===== config.mk =====
export PLATFORM = sky130hd
export DESIGN_NAME = caliptra_fpga_gpio_log_flat
export DESIGN_NICKNAME = d
export VERILOG_FILES = /design/src/rtl/caliptra_fpga_gpio_log_pkg.sv /design/src/rtl/caliptra_fpga_gpio_log_if.sv /design/src/rtl/caliptra_fpga_log_fifo.sv /design/src/rtl/caliptra_fpga_gpio_log.sv /design/src/flat_wrapper.sv
export SDC_FILE = /design/constraint.sdc
export NUM_CORES = 1
export LEC_CHECK = 0
export CAP_MARGIN = 20
export CORE_MARGIN = 2
export CORE_UTILIZATION = 40
export DETAILED_ROUTE_END_ITERATION = 12
export PLACE_DENSITY = 0.68
export SLEW_MARGIN = 40
export SYNTH_ARGS = -nofsm -noshare
export SYNTH_HDL_FRONTEND = slang
export SYNTH_SLANG_ARGS = --single-unit

===== constraint.sdc =====
create_clock -name core_clk -period 8.5 [get_ports core_clk]
set_input_delay 1.7 -clock core_clk [delete_from_list [all_inputs] [get_ports core_clk]]
set_output_delay 1.7 -clock core_clk [all_outputs]
set_load 0.02 [all_outputs]

===== src/rtl/caliptra_fpga_gpio_log_pkg.sv =====
// caliptra_fpga_gpio_log_pkg
//   Shared constants for the FPGA GPIO / log-capture block: APB register
//   byte offsets, LOG_STATUS and IRQ_EN bit positions, and the APB
//   transfer phase enumeration used by the slave state machine.
package caliptra_fpga_gpio_log_pkg;

    // Register byte offsets
    localparam logic [31:0] GPIO_IN_OFF    = 32'h00;
    localparam logic [31:0] GPIO_OUT_OFF   = 32'h04;
    localparam logic [31:0] GPIO_RISE_OFF  = 32'h08;
    localparam logic [31:0] LOG_STATUS_OFF = 32'h0C;
    localparam logic [31:0] LOG_DATA_OFF   = 32'h10;
    localparam logic [31:0] IRQ_EN_OFF     = 32'h14;

    // LOG_STATUS fields
    localparam int LOG_STATUS_CNT_W     = 16;
    localparam int LOG_STATUS_EMPTY_BIT = 16;
    localparam int LOG_STATUS_FULL_BIT  = 17;
    localparam int LOG_STATUS_OVF_BIT   = 18;

    // LOG_DATA valid flag
    localparam int LOG_DATA_VALID_BIT = 31;

    // IRQ_EN fields
    localparam int IRQ_EN_W        = 3;
    localparam int IRQ_EN_LOG_BIT  = 0;
    localparam int IRQ_EN_RISE_BIT = 1;
    localparam int IRQ_EN_OVF_BIT  = 2;

    // APB slave phases: IDLE -> WAIT (access cycle 1) -> RESP (pready=1)
    typedef enum logic [1:0] {
        IDLE = 2'd0,
        WAIT = 2'd1,
        RESP = 2'd2
    } apb_phase_e;

endpackage


===== src/rtl/caliptra_fpga_gpio_log_if.sv =====
// caliptra_fpga_gpio_log_if
//   APB3 bus bundle between the interconnect (master) and the GPIO/log
//   block (slave).
//   paddr/psel/penable/pwrite/pwdata : master -> slave
//   prdata/pready/pslverr            : slave  -> master
interface caliptra_fpga_gpio_log_if #(
    parameter int APB_ADDR_W = 12
);
    logic [APB_ADDR_W-1:0] paddr;
    logic                  psel;
    logic                  penable;
    logic                  pwrite;
    logic [31:0]           pwdata;
    logic [31:0]           prdata;
    logic                  pready;
    logic                  pslverr;

    modport master (
        output paddr, psel, penable, pwrite, pwdata,
        input  prdata, pready, pslverr
    );

    modport slave (
        input  paddr, psel, penable, pwrite, pwdata,
        output prdata, pready, pslverr
    );
endinterface


===== src/rtl/caliptra_fpga_log_fifo.sv =====
// caliptra_fpga_log_fifo
//   Synchronous first-word-fall-through FIFO for firmware log entries.
//   Ports:
//     clk_i, rst_i   : clock, synchronous active-high reset (pointers only)
//     push_i, data_i : push strobe and entry
//     pop_i          : pop strobe (ignored when empty)
//     count_o        : number of stored entries
//     full_o/empty_o : status
//     head_o         : oldest entry, valid whenever !empty_o
//     drop_o         : push rejected because full with no pop this cycle
module caliptra_fpga_log_fifo #(
    parameter int LOG_DEPTH  = 64,
    parameter int LOG_DATA_W = 8
) (
    input  logic                           clk_i,
    input  logic                           rst_i,
    input  logic                           push_i,
    input  logic [LOG_DATA_W-1:0]          data_i,
    input  logic                           pop_i,
    output logic [$clog2(LOG_DEPTH):0]     count_o,
    output logic                           full_o,
    output logic                           empty_o,
    output logic [LOG_DATA_W-1:0]          head_o,
    output logic                           drop_o
);
    localparam int AW = $clog2(LOG_DEPTH);

    // Pointers carry one extra wrap bit so full and empty are distinguishable
    logic [AW:0]           wr_ptr_q, wr_ptr_d;
    logic [AW:0]           rd_ptr_q, rd_ptr_d;
    logic [LOG_DATA_W-1:0] mem_q [LOG_DEPTH];
    logic                  do_push, do_pop;

    assign empty_o = (wr_ptr_q == rd_ptr_q);
    assign full_o  = (wr_ptr_q[AW] != rd_ptr_q[AW]) &&
                     (wr_ptr_q[AW-1:0] == rd_ptr_q[AW-1:0]);
    assign count_o = wr_ptr_q - rd_ptr_q;
    assign head_o  = mem_q[rd_ptr_q[AW-1:0]];

    // A pop in the same cycle frees the slot, so a push onto a full FIFO
    // still succeeds when accompanied by a pop.
    assign do_pop  = pop_i && !empty_o;
    assign do_push = push_i && (!full_o || do_pop);
    assign drop_o  = push_i && full_o && !do_pop;

    always_comb begin
        wr_ptr_d = wr_ptr_q + (do_push ? 1'b1 : 1'b0);
        rd_ptr_d = rd_ptr_q + (do_pop  ? 1'b1 : 1'b0);
    end

    always_ff @(posedge clk_i) begin
        if (rst_i) begin
            wr_ptr_q <= '0;
            rd_ptr_q <= '0;
        end else begin
            wr_ptr_q <= wr_ptr_d;
            rd_ptr_q <= rd_ptr_d;
        end
    end

    always_ff @(posedge clk_i) begin
        if (do_push) begin
            mem_q[wr_ptr_q[AW-1:0]] <= data_i;
        end
    end

endmodule


===== src/rtl/caliptra_fpga_gpio_log.sv =====
// caliptra_fpga_gpio_log
//   APB-attached GPIO and firmware log capture for the FPGA package top.
//   Ports:
//     core_clk, core_rst : single clock, synchronous active-high reset
//     gpio_in_async      : asynchronous host pins, synchronised here
//     gpio_out           : software-written output register
//     log_wr_en/_data    : one-cycle push of a log entry into the FIFO
//     apb                : APB slave (one wait state on every access)
//     irq                : registered level interrupt
module caliptra_fpga_gpio_log
    import caliptra_fpga_gpio_log_pkg::*;
#(
    parameter int GPIO_IN_W   = 32,
    parameter int GPIO_OUT_W  = 32,
    parameter int SYNC_STAGES = 2,
    parameter int LOG_DEPTH   = 64,
    parameter int LOG_DATA_W  = 8,
    parameter int APB_ADDR_W  = 12
) (
    input  logic                    core_clk,
    input  logic                    core_rst,
    input  logic [GPIO_IN_W-1:0]    gpio_in_async,
    output logic [GPIO_OUT_W-1:0]   gpio_out,
    input  logic                    log_wr_en,
    input  logic [LOG_DATA_W-1:0]   log_wr_data,
    caliptra_fpga_gpio_log_if.slave apb,
    output logic                    irq
);
    localparam int CNT_W = $clog2(LOG_DEPTH) + 1;

    logic [GPIO_IN_W-1:0]  sync_q [SYNC_STAGES];
    logic [GPIO_IN_W-1:0]  gpio_in_q;
    logic [GPIO_IN_W-1:0]  prev_q;
    logic [GPIO_IN_W-1:0]  rise_q, rise_d, rise_clr;
    logic [GPIO_OUT_W-1:0] gpio_out_q, gpio_out_d;
    logic [IRQ_EN_W-1:0]   irq_en_q, irq_en_d;
    logic                  ovf_q, ovf_d, ovf_clr;
    logic                  irq_q, irq_d;

    apb_phase_e            state_q, state_d;
    logic                  access;
    logic [APB_ADDR_W-1:0] addr_q;
    logic                  wr_q;
    logic [31:0]           wdata_q;
    logic [31:0]           prdata_q, prdata_d;
    logic                  pslverr_q, pslverr_d;
    logic                  pop_q, pop_d;

    logic [31:0]           rd_data;
    logic                  rd_err, rd_pop;

    logic                  fifo_pop, fifo_full, fifo_empty, fifo_drop;
    logic [CNT_W-1:0]      fifo_count;
    logic [LOG_DATA_W-1:0] fifo_head;

    caliptra_fpga_log_fifo #(
        .LOG_DEPTH  (LOG_DEPTH),
        .LOG_DATA_W (LOG_DATA_W)
    ) u_log_fifo (
        .clk_i   (core_clk),
        .rst_i   (core_rst),
        .push_i  (log_wr_en),
        .data_i  (log_wr_data),
        .pop_i   (fifo_pop),
        .count_o (fifo_count),
        .full_o  (fifo_full),
        .empty_o (fifo_empty),
        .head_o  (fifo_head),
        .drop_o  (fifo_drop)
    );

    // Input synchroniser; prev_q holds the previous synchronised value
    always_ff @(posedge core_clk) begin
        if (core_rst) begin
            for (int s = 0; s < SYNC_STAGES; s++) begin
                sync_q[s] <= '0;
            end
            prev_q <= '0;
        end else begin
            sync_q[0] <= gpio_in_async;
            for (int s = 1; s < SYNC_STAGES; s++) begin
                sync_q[s] <= sync_q[s-1];
            end
            prev_q <= gpio_in_q;
        end
    end

    assign gpio_in_q = sync_q[SYNC_STAGES-1];

    // Read decode, evaluated during access cycle 1 and latched into the
    // response registers. A LOG_DATA read only pops if it saw valid data.
    always_comb begin
        rd_data = '0;
        rd_err  = 1'b0;
        rd_pop  = 1'b0;
        case (32'(apb.paddr))
            GPIO_IN_OFF: begin
                rd_err  = apb.pwrite;
                rd_data = 32'(gpio_in_q);
            end
            GPIO_OUT_OFF:  rd_data = 32'(gpio_out_q);
            GPIO_RISE_OFF: rd_data = 32'(rise_q);
            LOG_STATUS_OFF: begin
                rd_data[LOG_STATUS_CNT_W-1:0]  = LOG_STATUS_CNT_W'(fifo_count);
                rd_data[LOG_STATUS_EMPTY_BIT]  = fifo_empty;
                rd_data[LOG_STATUS_FULL_BIT]   = fifo_full;
                rd_data[LOG_STATUS_OVF_BIT]    = ovf_q;
            end
            LOG_DATA_OFF: begin
                rd_err = apb.pwrite;
                if (!fifo_empty) begin
                    rd_data                     = 32'(fifo_head);
                    rd_data[LOG_DATA_VALID_BIT] = 1'b1;
                    rd_pop                      = !apb.pwrite;
                end
            end
            IRQ_EN_OFF: rd_data = 32'(irq_en_q);
            default:    rd_err  = 1'b1;
        endcase
        if (apb.pwrite) begin
            rd_data = '0;
        end
    end

    // APB phase machine plus register next-state; all side effects fire
    // only in RESP so each transfer acts exactly once.
    always_comb begin
        state_d    = state_q;
        prdata_d   = '0;
        pslverr_d  = 1'b0;
        pop_d      = 1'b0;
        gpio_out_d = gpio_out_q;
        irq_en_d   = irq_en_q;
        rise_clr   = '0;
        ovf_clr    = 1'b0;
        fifo_pop   = 1'b0;
        access     = apb.psel && apb.penable;
        case (state_q)
            IDLE: begin
                if (apb.psel && !apb.penable) begin
                    state_d = WAIT;
                end
            end
            WAIT: begin
                if (access) begin
                    state_d   = RESP;
                    prdata_d  = rd_data;
                    pslverr_d = rd_err;
                    pop_d     = rd_pop;
                end else begin
                    state_d = IDLE;
                end
            end
            RESP: begin
                state_d  = IDLE;
                fifo_pop = pop_q;
                if (wr_q) begin
                    case (32'(addr_q))
                        GPIO_OUT_OFF:   gpio_out_d = wdata_q[GPIO_OUT_W-1:0];
                        GPIO_RISE_OFF:  rise_clr   = wdata_q[GPIO_IN_W-1:0];
                        LOG_STATUS_OFF: ovf_clr    = wdata_q[LOG_STATUS_OVF_BIT];
                        IRQ_EN_OFF:     irq_en_d   = wdata_q[IRQ_EN_W-1:0];
                        default: ;
                    endcase
                end
            end
            default: state_d = IDLE;
        endcase
        // Sticky bits: a new set in the same cycle as a clear wins
        rise_d = (rise_q & ~rise_clr) | (gpio_in_q & ~prev_q);
        ovf_d  = (ovf_q & ~ovf_clr) | fifo_drop;
        irq_d  = |(irq_en_q & {ovf_q, |rise_q, !fifo_empty});
    end

    always_ff @(posedge core_clk) begin
        if (core_rst) begin
            state_q    <= IDLE;
            prdata_q   <= '0;
            pslverr_q  <= 1'b0;
            pop_q      <= 1'b0;
            gpio_out_q <= '0;
            irq_en_q   <= '0;
            rise_q     <= '0;
            ovf_q      <= 1'b0;
            irq_q      <= 1'b0;
        end else begin
            state_q    <= state_d;
            prdata_q   <= prdata_d;
            pslverr_q  <= pslverr_d;
            pop_q      <= pop_d;
            gpio_out_q <= gpio_out_d;
            irq_en_q   <= irq_en_d;
            rise_q     <= rise_d;
            ovf_q      <= ovf_d;
            irq_q      <= irq_d;
        end
    end

    // Transfer attributes captured at the end of access cycle 1
    always_ff @(posedge core_clk) begin
        if (state_q == WAIT && access) begin
            addr_q  <= apb.paddr;
            wr_q    <= apb.pwrite;
            wdata_q <= apb.pwdata;
        end
    end

    assign apb.prdata  = prdata_q;
    assign apb.pready  = (state_q == RESP);
    assign apb.pslverr = pslverr_q;
    assign gpio_out    = gpio_out_q;
    assign irq         = irq_q;

endmodule

===== src/flat_wrapper.sv =====
// flat-port wrapper written by rule: the top's interface ports become plain ports
module caliptra_fpga_gpio_log_flat import caliptra_fpga_gpio_log_pkg::*;
#(
    parameter int GPIO_IN_W   = 32,
    parameter int GPIO_OUT_W  = 32,
    parameter int SYNC_STAGES = 2,
    parameter int LOG_DEPTH   = 64,
    parameter int LOG_DATA_W  = 8,
    parameter int APB_ADDR_W  = 12
)
  (core_clk, core_rst, gpio_in_async, gpio_out, log_wr_en, log_wr_data, irq, apb_paddr, apb_psel, apb_penable, apb_pwrite, apb_pwdata, apb_prdata, apb_pready, apb_pslverr);
  caliptra_fpga_gpio_log_if #(.APB_ADDR_W(APB_ADDR_W)) apb_i ();
  input  logic core_clk;
  input  logic core_rst;
  input  logic [GPIO_IN_W-1:0] gpio_in_async;
  output logic [GPIO_OUT_W-1:0] gpio_out;
  input  logic log_wr_en;
  input  logic [LOG_DATA_W-1:0] log_wr_data;
  output logic irq;
  input wire logic [$bits(apb_i.paddr)-1:0] apb_paddr;
  input wire logic [$bits(apb_i.psel)-1:0] apb_psel;
  input wire logic [$bits(apb_i.penable)-1:0] apb_penable;
  input wire logic [$bits(apb_i.pwrite)-1:0] apb_pwrite;
  input wire logic [$bits(apb_i.pwdata)-1:0] apb_pwdata;
  output wire logic [$bits(apb_i.prdata)-1:0] apb_prdata;
  output wire logic [$bits(apb_i.pready)-1:0] apb_pready;
  output wire logic [$bits(apb_i.pslverr)-1:0] apb_pslverr;
  assign apb_i.paddr = apb_paddr;
  assign apb_i.psel = apb_psel;
  assign apb_i.penable = apb_penable;
  assign apb_i.pwrite = apb_pwrite;
  assign apb_i.pwdata = apb_pwdata;
  assign apb_prdata = apb_i.prdata;
  assign apb_pready = apb_i.pready;
  assign apb_pslverr = apb_i.pslverr;
  caliptra_fpga_gpio_log #(.GPIO_IN_W(GPIO_IN_W), .GPIO_OUT_W(GPIO_OUT_W), .SYNC_STAGES(SYNC_STAGES), .LOG_DEPTH(LOG_DEPTH), .LOG_DATA_W(LOG_DATA_W), .APB_ADDR_W(APB_ADDR_W)) u_core (.core_clk(core_clk), .core_rst(core_rst), .gpio_in_async(gpio_in_async), .gpio_out(gpio_out), .log_wr_en(log_wr_en), .log_wr_data(log_wr_data), .apb(apb_i), .irq(irq));
endmodule

Yosys cells after proc, flatten, opt, wreduce, memory -nomap -nowiden. Memories as Yosys holds them, arrays and structs flattened. A register that Yosys moved wholly into a read port is not among the register bits. Index checks and enable logic that the tools add are counted. W data, S select, Z words.

Memories kept: 2. Word-level logic and storage cells: 98. Flip-flop bits (word level): 196. Input bits: 90. RAM bits: 576. Output and inout port bits: 67.

$add $sub $neg: 3. Mux-type cells: 24. Reduce and logical (&&, ||, !) cells: 25. Eq/ne operators: 15. Bitwise operators: 14.

Memories: u_core.u_log_fifo.mem_q (words 64, width 8, read ports 1, clocked after memory_dff 1, write ports 1, line caliptra_fpga_log_fifo.sv:31) `logic [LOG_DATA_W-1:0] mem_q [LOG_DEPTH];`; u_core.sync_q (words 2, width 32, read ports 2, clocked after memory_dff 0, write ports 2, line caliptra_fpga_gpio_log.sv:31) `logic [GPIO_IN_W-1:0] sync_q [SYNC_STAGES];`.

Operators with widths (count): $mux W32 (6); $pmux W19 S6 (1); $and A32 B32 Y32 (2); $not A32 Y32 (2); $pmux W13 S4 (1); $eq A12 B4 Y1 const B (4); $eq A12 B5 Y1 const B (3); $or A32 B32 Y32 (1); $reduce_or A32 Y1 (1); $eq A12 B3 Y1 const B (2); $add A7 B1 Y7 (2); $logic_not A12 Y1 (1); $mux W1 (11); $logic_and A1 B1 Y1 (8); $reduce_or A4 Y1 (2); $eq A7 B7 Y1 (1); $sub A7 B7 Y7 (1); $eq A6 B6 Y1 (1); $mux W6 (1); $reduce_and A3 Y1 (2); $reduce_or A3 Y1 (2); $logic_not A1 Y1 (5); $reduce_or A5 Y1 (1); $mux W2 (2); other kinds (13) (18).

Logic depth before layout (Yosys ltp). Gate-level depths: netlist (run 1).

Depth after elaboration: 7. Depth in mapped cells: 15. Mapped depth without buffers: 11.

Cells and area by module. A second synthesis (run 1) with hierarchy kept.

Cell total of the unflattened synthesis: 1826. Area, all modules: 29634.7 µm².

Modules (own cells, without submodules): caliptra_fpga_log_fifo (cells an instance 1025, seq. area each 15655.0 µm², area each 20810.0 µm², times used 1); caliptra_fpga_gpio_log (cells an instance 801, seq. area each 5375.2 µm², area each 8824.7 µm², times used 1).

Worst setup path after synthesis (run 1). No wires, ideal clock.

Path kind: in2reg. Start point: input port apb_paddr[7]. End point: register u_core.prdata_q[4], in the netlist u_core.apb.prdata[4]. Buffers on the path: 0. Setup time: 60 ps. Setup slack: 5242 ps. Cell stages on the path: 6. Arrival: 3198 ps. Required time: 8440 ps. Cell sequence: nor4_2 nand3_2 a2111o_1 or2_4 a2111oi_2 a221o_1.

Cells in the longest elaborated chain, start to end: 2. Elaborated cells on any way between the ends: 7. Classes of those cells: eq/ne (5); mux (1); reduce/logical (1).

RTL lines: start, declared (line flat_wrapper.sv:20) `input wire logic [$bits(apb_i.paddr)-1:0] apb_paddr;`; $eq A12 B5 Y1, or another cell as far along (line caliptra_fpga_gpio_log.sv:96) `case (32'(apb.paddr))`; $pmux W19 S6 (*) (line caliptra_fpga_gpio_log.sv:96); end signal, assigned (line caliptra_fpga_gpio_log.sv:188) `prdata_q <= prdata_d;`; end, declared (line caliptra_fpga_gpio_log.sv:45) `logic [31:0] prdata_q, prdata_d;`.

Every way passes the cells marked *; elsewhere a longest branch is shown, timed or not. A chain may end at the register's enable or synchronous reset.

Worst setup path after layout (run 1).
Start point: register u_core.u_log_fifo.rd_ptr_q[3]. End point: memory u_core.u_log_fifo.mem_q[22][4] (enable).

Cells in the longest elaborated chain, start to end: 7. Elaborated cells on any way between the ends: 10. Classes of those cells: eq/ne (2); mux (2); reduce/logical (6).

RTL lines: start, declared (line caliptra_fpga_log_fifo.sv:30) `logic [AW:0] rd_ptr_q, rd_ptr_d;`; start signal, assigned (line caliptra_fpga_log_fifo.sv:57) `rd_ptr_q <= rd_ptr_d;`; $eq A7 B7 Y1 or $eq A6 B6 Y1 (tied branches) (line caliptra_fpga_log_fifo.sv:34, caliptra_fpga_log_fifo.sv:36); $logic_not A1 Y1 or $logic_and A1 B1 Y1 (tied branches); $logic_and A1 B1 Y1 or $logic_not A1 Y1 (tied branches) (line caliptra_fpga_log_fifo.sv:42, caliptra_fpga_log_fifo.sv:43); $logic_or A1 B1 Y1 (*) (line caliptra_fpga_log_fifo.sv:43) `assign do_push = push_i && (!full_o || do_pop);`; $logic_and A1 B1 Y1 (*) (line caliptra_fpga_log_fifo.sv:43); $mux W1 (*) (line caliptra_fpga_log_fifo.sv:62) `if (do_push) begin`; $mux W1 (not written as such) (*) (line caliptra_fpga_log_fifo.sv:63) `mem_q[wr_ptr_q[AW-1:0]] <= data_i;`; end, declared (line caliptra_fpga_log_fifo.sv:31).

Marks and branches as above.

==> flow_summary.ini, run 1 <==
[clock_tree]
cts_buffers = 81
cts_tree = built
clock-sinks = 772
ctsHoldBuffers = 0
ctsLongestPathBuffers = 3
clock-root-buffer = clkbuf_16
htreeDepth = 3
clkTransAtPathRegs_ns = 0.06
clk_latency_ns = 0.63
cts_resized = 0
post_cts_buffers = 0

[layout]
fin_util_pct = 47.3
area_delta_synth_final_pct = 17.5
final_cells = 3098
nets = 2172
antenna_cells = 0
drive_above_1_share_pct = 12.4
fin_area_um2 = 34400

[sta]
clock_skew_ns = 0.0225
drv_slew = 0
min_period_over_period_pct = 50.8
slew_headroom_pct = 37.4
worst_slack_ns = 4.18
setup_viol = 0
hold_viol = 0
setup_tns_ns = 0
rsz0062_at_grt = false
max_freq_mhz = 232
worstMarginPinSlew_ns = 0.936
min_period_ns = 4.32

[flow_run]
max_cap_viol_count = 0

[global_route]
grt-ovfl-total = 0
gr-usage-all-layers_pct = 19.4
grt_pass1_vias = 17100
antenna_found_initial = 0
grt_first_pass_wirelength_um = 109000
grt_max_degree = 123

[outcome]
status = finished clean

[logic_synthesis]
synth_top_cell_by_area = edfxtp_1
syn_nets = 2013
synth.yosys.seq_area_share_pct = 71.9
synth.distinct_cells = 73
netlist_area_um2 = 29300
ys.flop_type = edfxtp_1
ys_warn_count = 0
synth.most_common_cell = edfxtp_1
yosysTopAreaCellShare_pct = 57.2
ys_ff_latch = 772
yosys-top-cells-area = edfxtp_1 57%, dfxtp_1 15%, mux4_2 5.9%
async_flop_share_pct = 0
synth_edf_count = 557
avgSynthCellArea_um2 = 15.3
ys_top_cells_by_count = 557 x edfxtp_1, 215 x dfxtp_1, 161 x nor2_1
syn_inst = 1912

[floorplan]
coreArea_um2 = 72700
die_h_um = 274
die_area_um2 = 75300
start_util_pct = 40.2
row_count = 99
num_io_pins = 157
die-width_um = 274

[power_and_ir_drop]
ir_drop_uv = 176
p_leak_uw = 0.0108
power_density_nw_per_um2 = 229

[placement]
place_area_um2 = 31700
placed_cells = 2945
dp_hpwl_um = 46400
pre_cts_slack_ns = 3.85
gp_congestion = 0.884
io_buffers = 156

[worst_setup_path]
crit_type = reg -> reg
critPathLaunchType = flop
slowest_stage = nor2_1
worstPathRequired_ns = 8.76
path_buf_inv = 2
crit_fanout = 33
path_cells = buf_4 -> inv_2 -> ha_1 -> nand4_1 -> a2111oi_0 -> nand2b_1 -> nor2_1 -> nand3_1 -> nor2_1
arrival_ns = 4.58
crit_top_cell = nor2_1
cp-end-kind = flop
critical_path.top_delay_family = simple AND/OR/NAND/NOR gates
critPathMaxStageDelay_ns = 0.88

[routing]
drt_wl_total_um = 74200
first_pass_iters = 9
wl_per_cell_um = 23.9
drtAntennaViolNets = 0
route.vias.total = 17300
drtIter0Drc = 1892
vias_per_cell = 5.57
drc_errors = 0

[worst_hold_path]
hp-class = reg -> reg
metrics by stage:
stage | total power (uW) | hold slack (ns)
after global placement | 4360 | 0.418
after global routing | 8080 | 0.454
after CTS | 7920 | 0.443
after detailed placement | 4370 | 0.430
after floorplan | 4240 | 0.414
final | 7870 | 0.438
where the power goes:
group	switching, uW	internal [uW]	total (uW)
clock	1460	2120	3580
sequential	21.8	4070	4090
combinational	122	73.5	195
total	1600	6270	7870
area by class of cell:
class	instances	area, um^2
repair buffers	180	1730
fillers	6076	38300
inverters	15	66.3
well taps	959	1200
multi-input cells	1021	7650
clock inverters	45	492
clock buffers	106	2210
flip-flops and latches	772	21000
registers in the layout (all words and copies together) (netlist names), 12 cells and up:
| name | cells |
|---|---|
| u_core.u_log_fifo.mem_q | 512 |
| u_core.sync_q | 64 |
| u_core.apb.prdata | 32 |
| u_core.gpio_out | 32 |
| u_core.prev_q | 32 |
| u_core.rise_q | 32 |
| u_core.wdata_q | 32 |
| u_core.addr_q | 12 |
metal layers:
layer | vias up | part of all wire [%] | track usage [%]
met5 | - | 0 | 0
met4 | 0 | 2.2 | 5.79
li1 | 7603 | - | -
met1 | 8672 | 41 | 26.2
met2 | 874 | 47 | 30.9
met3 | 111 | 9.6 | 4.65
worst reg2reg max path: stages, from the launching register on:
cell       delay [ns]
dfxtp_1          0.31
buf_4            0.42
inv_2            0.35
ha_1             0.46
nand4_1          0.17
a2111oi_0        0.10
nand2b_1         0.28
nor2_1           0.26
nand3_1          0.73
nor2_1           0.89
cells in the final DEF (no fill, tap or decap), types with 22 or more instances in the layout:
cell type        instances
clkbuf_16               84
a22oi_1                 30
nor2b_1                142
nand2_1                144
edfxtp_1               557
nor2_1                 155
mux4_2                  77
nand3_1                 33
mux2i_1                115
a222oi_1                26
a21oi_1                 84
buf_4                   22
clkdlybuf4s50_1        145
dfxtp_1                212
worst paths after layout:
path                                            start                                        to  slack [ns]  depth (start not counted)
max          u_core.u_log_fifo.rd_ptr_q[3]$_SDFF_PP0_  u_core.u_log_fifo.mem_q[22][4]$_DFFE_PP_        4.18                          9
min                   u_core.sync_q[0][15]$_SDFF_PP0_           u_core.sync_q[0][47]$_SDFF_PP0_        0.44                          1
max reg2reg  u_core.u_log_fifo.rd_ptr_q[3]$_SDFF_PP0_  u_core.u_log_fifo.mem_q[22][4]$_DFFE_PP_        4.18                          9
min reg2reg           u_core.sync_q[0][15]$_SDFF_PP0_           u_core.sync_q[0][47]$_SDFF_PP0_        0.44                          1
kinds of logic (layout without fill, tap and decap cells):
group	after synthesis	count (layout)	share of synthesized area, %
buffers and inverters	119	346	2.14
AOI/OAI and AO/OA	243	243	5.68
and+or+nand+nor	557	557	9.35
DFF	772	772	71.9
muxes	196	196	10.0
adders and majority gates	11	11	0.496
xor gates and xnor gates	14	14	0.445
(Power assumes the default switching activity.)
==> run 2, diff against run 1 <==
==> constraint.sdc (replaced) <==
create_clock -name core_clk -period 4.1 [get_ports core_clk]
set_input_delay 0.82 -clock core_clk [delete_from_list [all_inputs] [get_ports core_clk]]
set_output_delay 0.82 -clock core_clk [all_outputs]
set_load 0.02 [all_outputs]
==> run 2 against run 1 <==
Clock-buffer cell count down 11. Largest cell class unchanged. Critical path depth decreased by 1. Utilization is 0.23 points higher. Design area is 0.49% higher. Non-clock buffer count rose by 20. Global-route usage increased by 0.57 points. Critical endpoint is now u_core.u_log_fifo.mem_q[27][2]$_DFFE_PP_. Sequential power increased by 110%. Die area did not move. Highest routed layer is now met5.
==> flow_summary.ini, run 2 (same netlist as run 1, synthesis figures left out) <==
[routing]
vias_per_cell = 5.62
drtAntennaViolNets = 0
drt_wl_total_um = 76200
drc_errors = 0
route.vias.total = 17500
first_pass_iters = 7
wl_per_cell_um = 24.5
drtIter0Drc = 1811

[clock_tree]
ctsLongestPathBuffers = 3
htreeDepth = 3
cts_buffers = 80
clk_latency_ns = 0.63
cts_tree = built
clock-sinks = 772
cts_resized = 0
clock-root-buffer = clkbuf_16
clkTransAtPathRegs_ns = 0.06
ctsHoldBuffers = 0
post_cts_buffers = 0

[layout]
layout_common_cells = 557 x edfxtp_1, 212 x dfxtp_1, 148 x nor2_1
nets = 2191
area_delta_synth_final_pct = 18.1
drive_above_1_share_pct = 13.5
fin_area_um2 = 34600
antenna_cells = 0
largest_reg_flops = 512
final_common_cell = edfxtp_1
final_cells = 3114

[sta]
setup_tns_ns = 0
worstMarginPinSlew_ns = 0.870
min_period_ns = 3.56
hold_viol = 0
slew_headroom_pct = 41.8
max_freq_mhz = 281
min_period_over_period_pct = 86.9
setup_viol = 0
rsz0062_at_grt = false
drv_slew = 0
worst_slack_ns = 0.536
clock_skew_ns = 0.0173
whs_ns = 0.441

[power_and_ir_drop]
power_density_nw_per_um2 = 470
ir_drop_uv = 367
p_leak_uw = 0.0110

[placement]
placed_cells = 2967
io_buffers = 156
pre_cts_slack_ns = 0.666
dp_hpwl_um = 48000
gp_congestion = 0.862
place_area_um2 = 31900

[floorplan]
row_count = 99
die-width_um = 274
start_util_pct = 40.2
die_h_um = 274
die_area_um2 = 75300
coreArea_um2 = 72700
num_io_pins = 157

[global_route]
grt-ovfl-total = 0
grt_max_degree = 104
grt_pass1_vias = 17400
gr-usage-all-layers_pct = 19.9
use_met1_pct = 26.2
antenna_found_initial = 1
grtUsageMet3_pct = 7.04
grt_use_met2_pct = 30.5
grt_first_pass_wirelength_um = 112000
top_usage_layer = met2

[worst_hold_path]
hp-class = reg -> reg
hold_depth = 1

[outcome]
status = finished clean

[worst_setup_path]
worstPathRequired_ns = 4.35
worst_r2r_path_depth = 8
arrival_ns = 3.81
crit_fanout = 22
cp-end-kind = flop
crit_type = reg -> reg
critPathLaunchType = flop

[flow_run]
max_cap_viol_count = 0
-- run 2: changes by cell type in the layout (fill, tap and decap cells not counted), moves of 3 or more --
cell,previous run,this run
buf_4,22,41
nor2_2,6,13
clkinv_1,15,20
clkinv_2,9,15
clkbuf_1,19,8
inv_6,3,0
buf_2,9,5
nor2_1,155,148
-- run 2: final timing paths --
| path | startpoint | endpoint | slack, ns |
|---|---|---|---|
| worst max-delay path | u_core.u_log_fifo.rd_ptr_q[2]$_SDFF_PP0_ | u_core.u_log_fifo.mem_q[27][2]$_DFFE_PP_ | 0.54 |
| worst min-delay path | u_core.sync_q[0][15]$_SDFF_PP0_ | u_core.sync_q[0][47]$_SDFF_PP0_ | 0.44 |
| worst max register to register | u_core.u_log_fifo.rd_ptr_q[2]$_SDFF_PP0_ | u_core.u_log_fifo.mem_q[27][2]$_DFFE_PP_ | 0.54 |
| worst min register to register | u_core.sync_q[0][15]$_SDFF_PP0_ | u_core.sync_q[0][47]$_SDFF_PP0_ | 0.44 |
-- run 2: per-stage QoR --
stage | utilization (%) | power (uW)
after global placement | 43.8 | 9040
after CTS | 47.5 | 16300
after global routing | 47.5 | 16700
final | 47.5 | 16200
after floorplan | - | 8790
after detailed placement | 43.8 | 9060
-- run 2: layout make-up --
class | instances | area [um^2]
flip-flops and latches | 772 | 21000
fillers | 6067 | 38200
multi-input cells | 1021 | 7680
clock buffers | 95 | 2150
repair buffers | 200 | 1920
well taps | 959 | 1200
inverters | 15 | 66.3
clock inverters | 52 | 508
-- run 2: routing by layer --
metal  part of all wire, %  vias to the layer above
met5                0.0092                        -
met4                   3.1                        2
met3                    10                      157
met2                    45                      847
met1                    41                     8877
li1                      -                     7624
-- run 2: critical path: stages (launching register included) --
cell and delay [ns]:
dfxtp_4 0.59, inv_2 0.08, ha_1 0.37, nand4_1 0.14
a2111oi_0 0.10, nand2b_1 0.27, nor2_1 0.24, nand2_1 0.54
nor2_1 0.84
-- run 2: power breakdown --
part / switching (uW) / internal, uW
clock network: 3060 / 4280
logic: 260 / 159
registers: 43.7 / 8430
total: 3370 / 12900
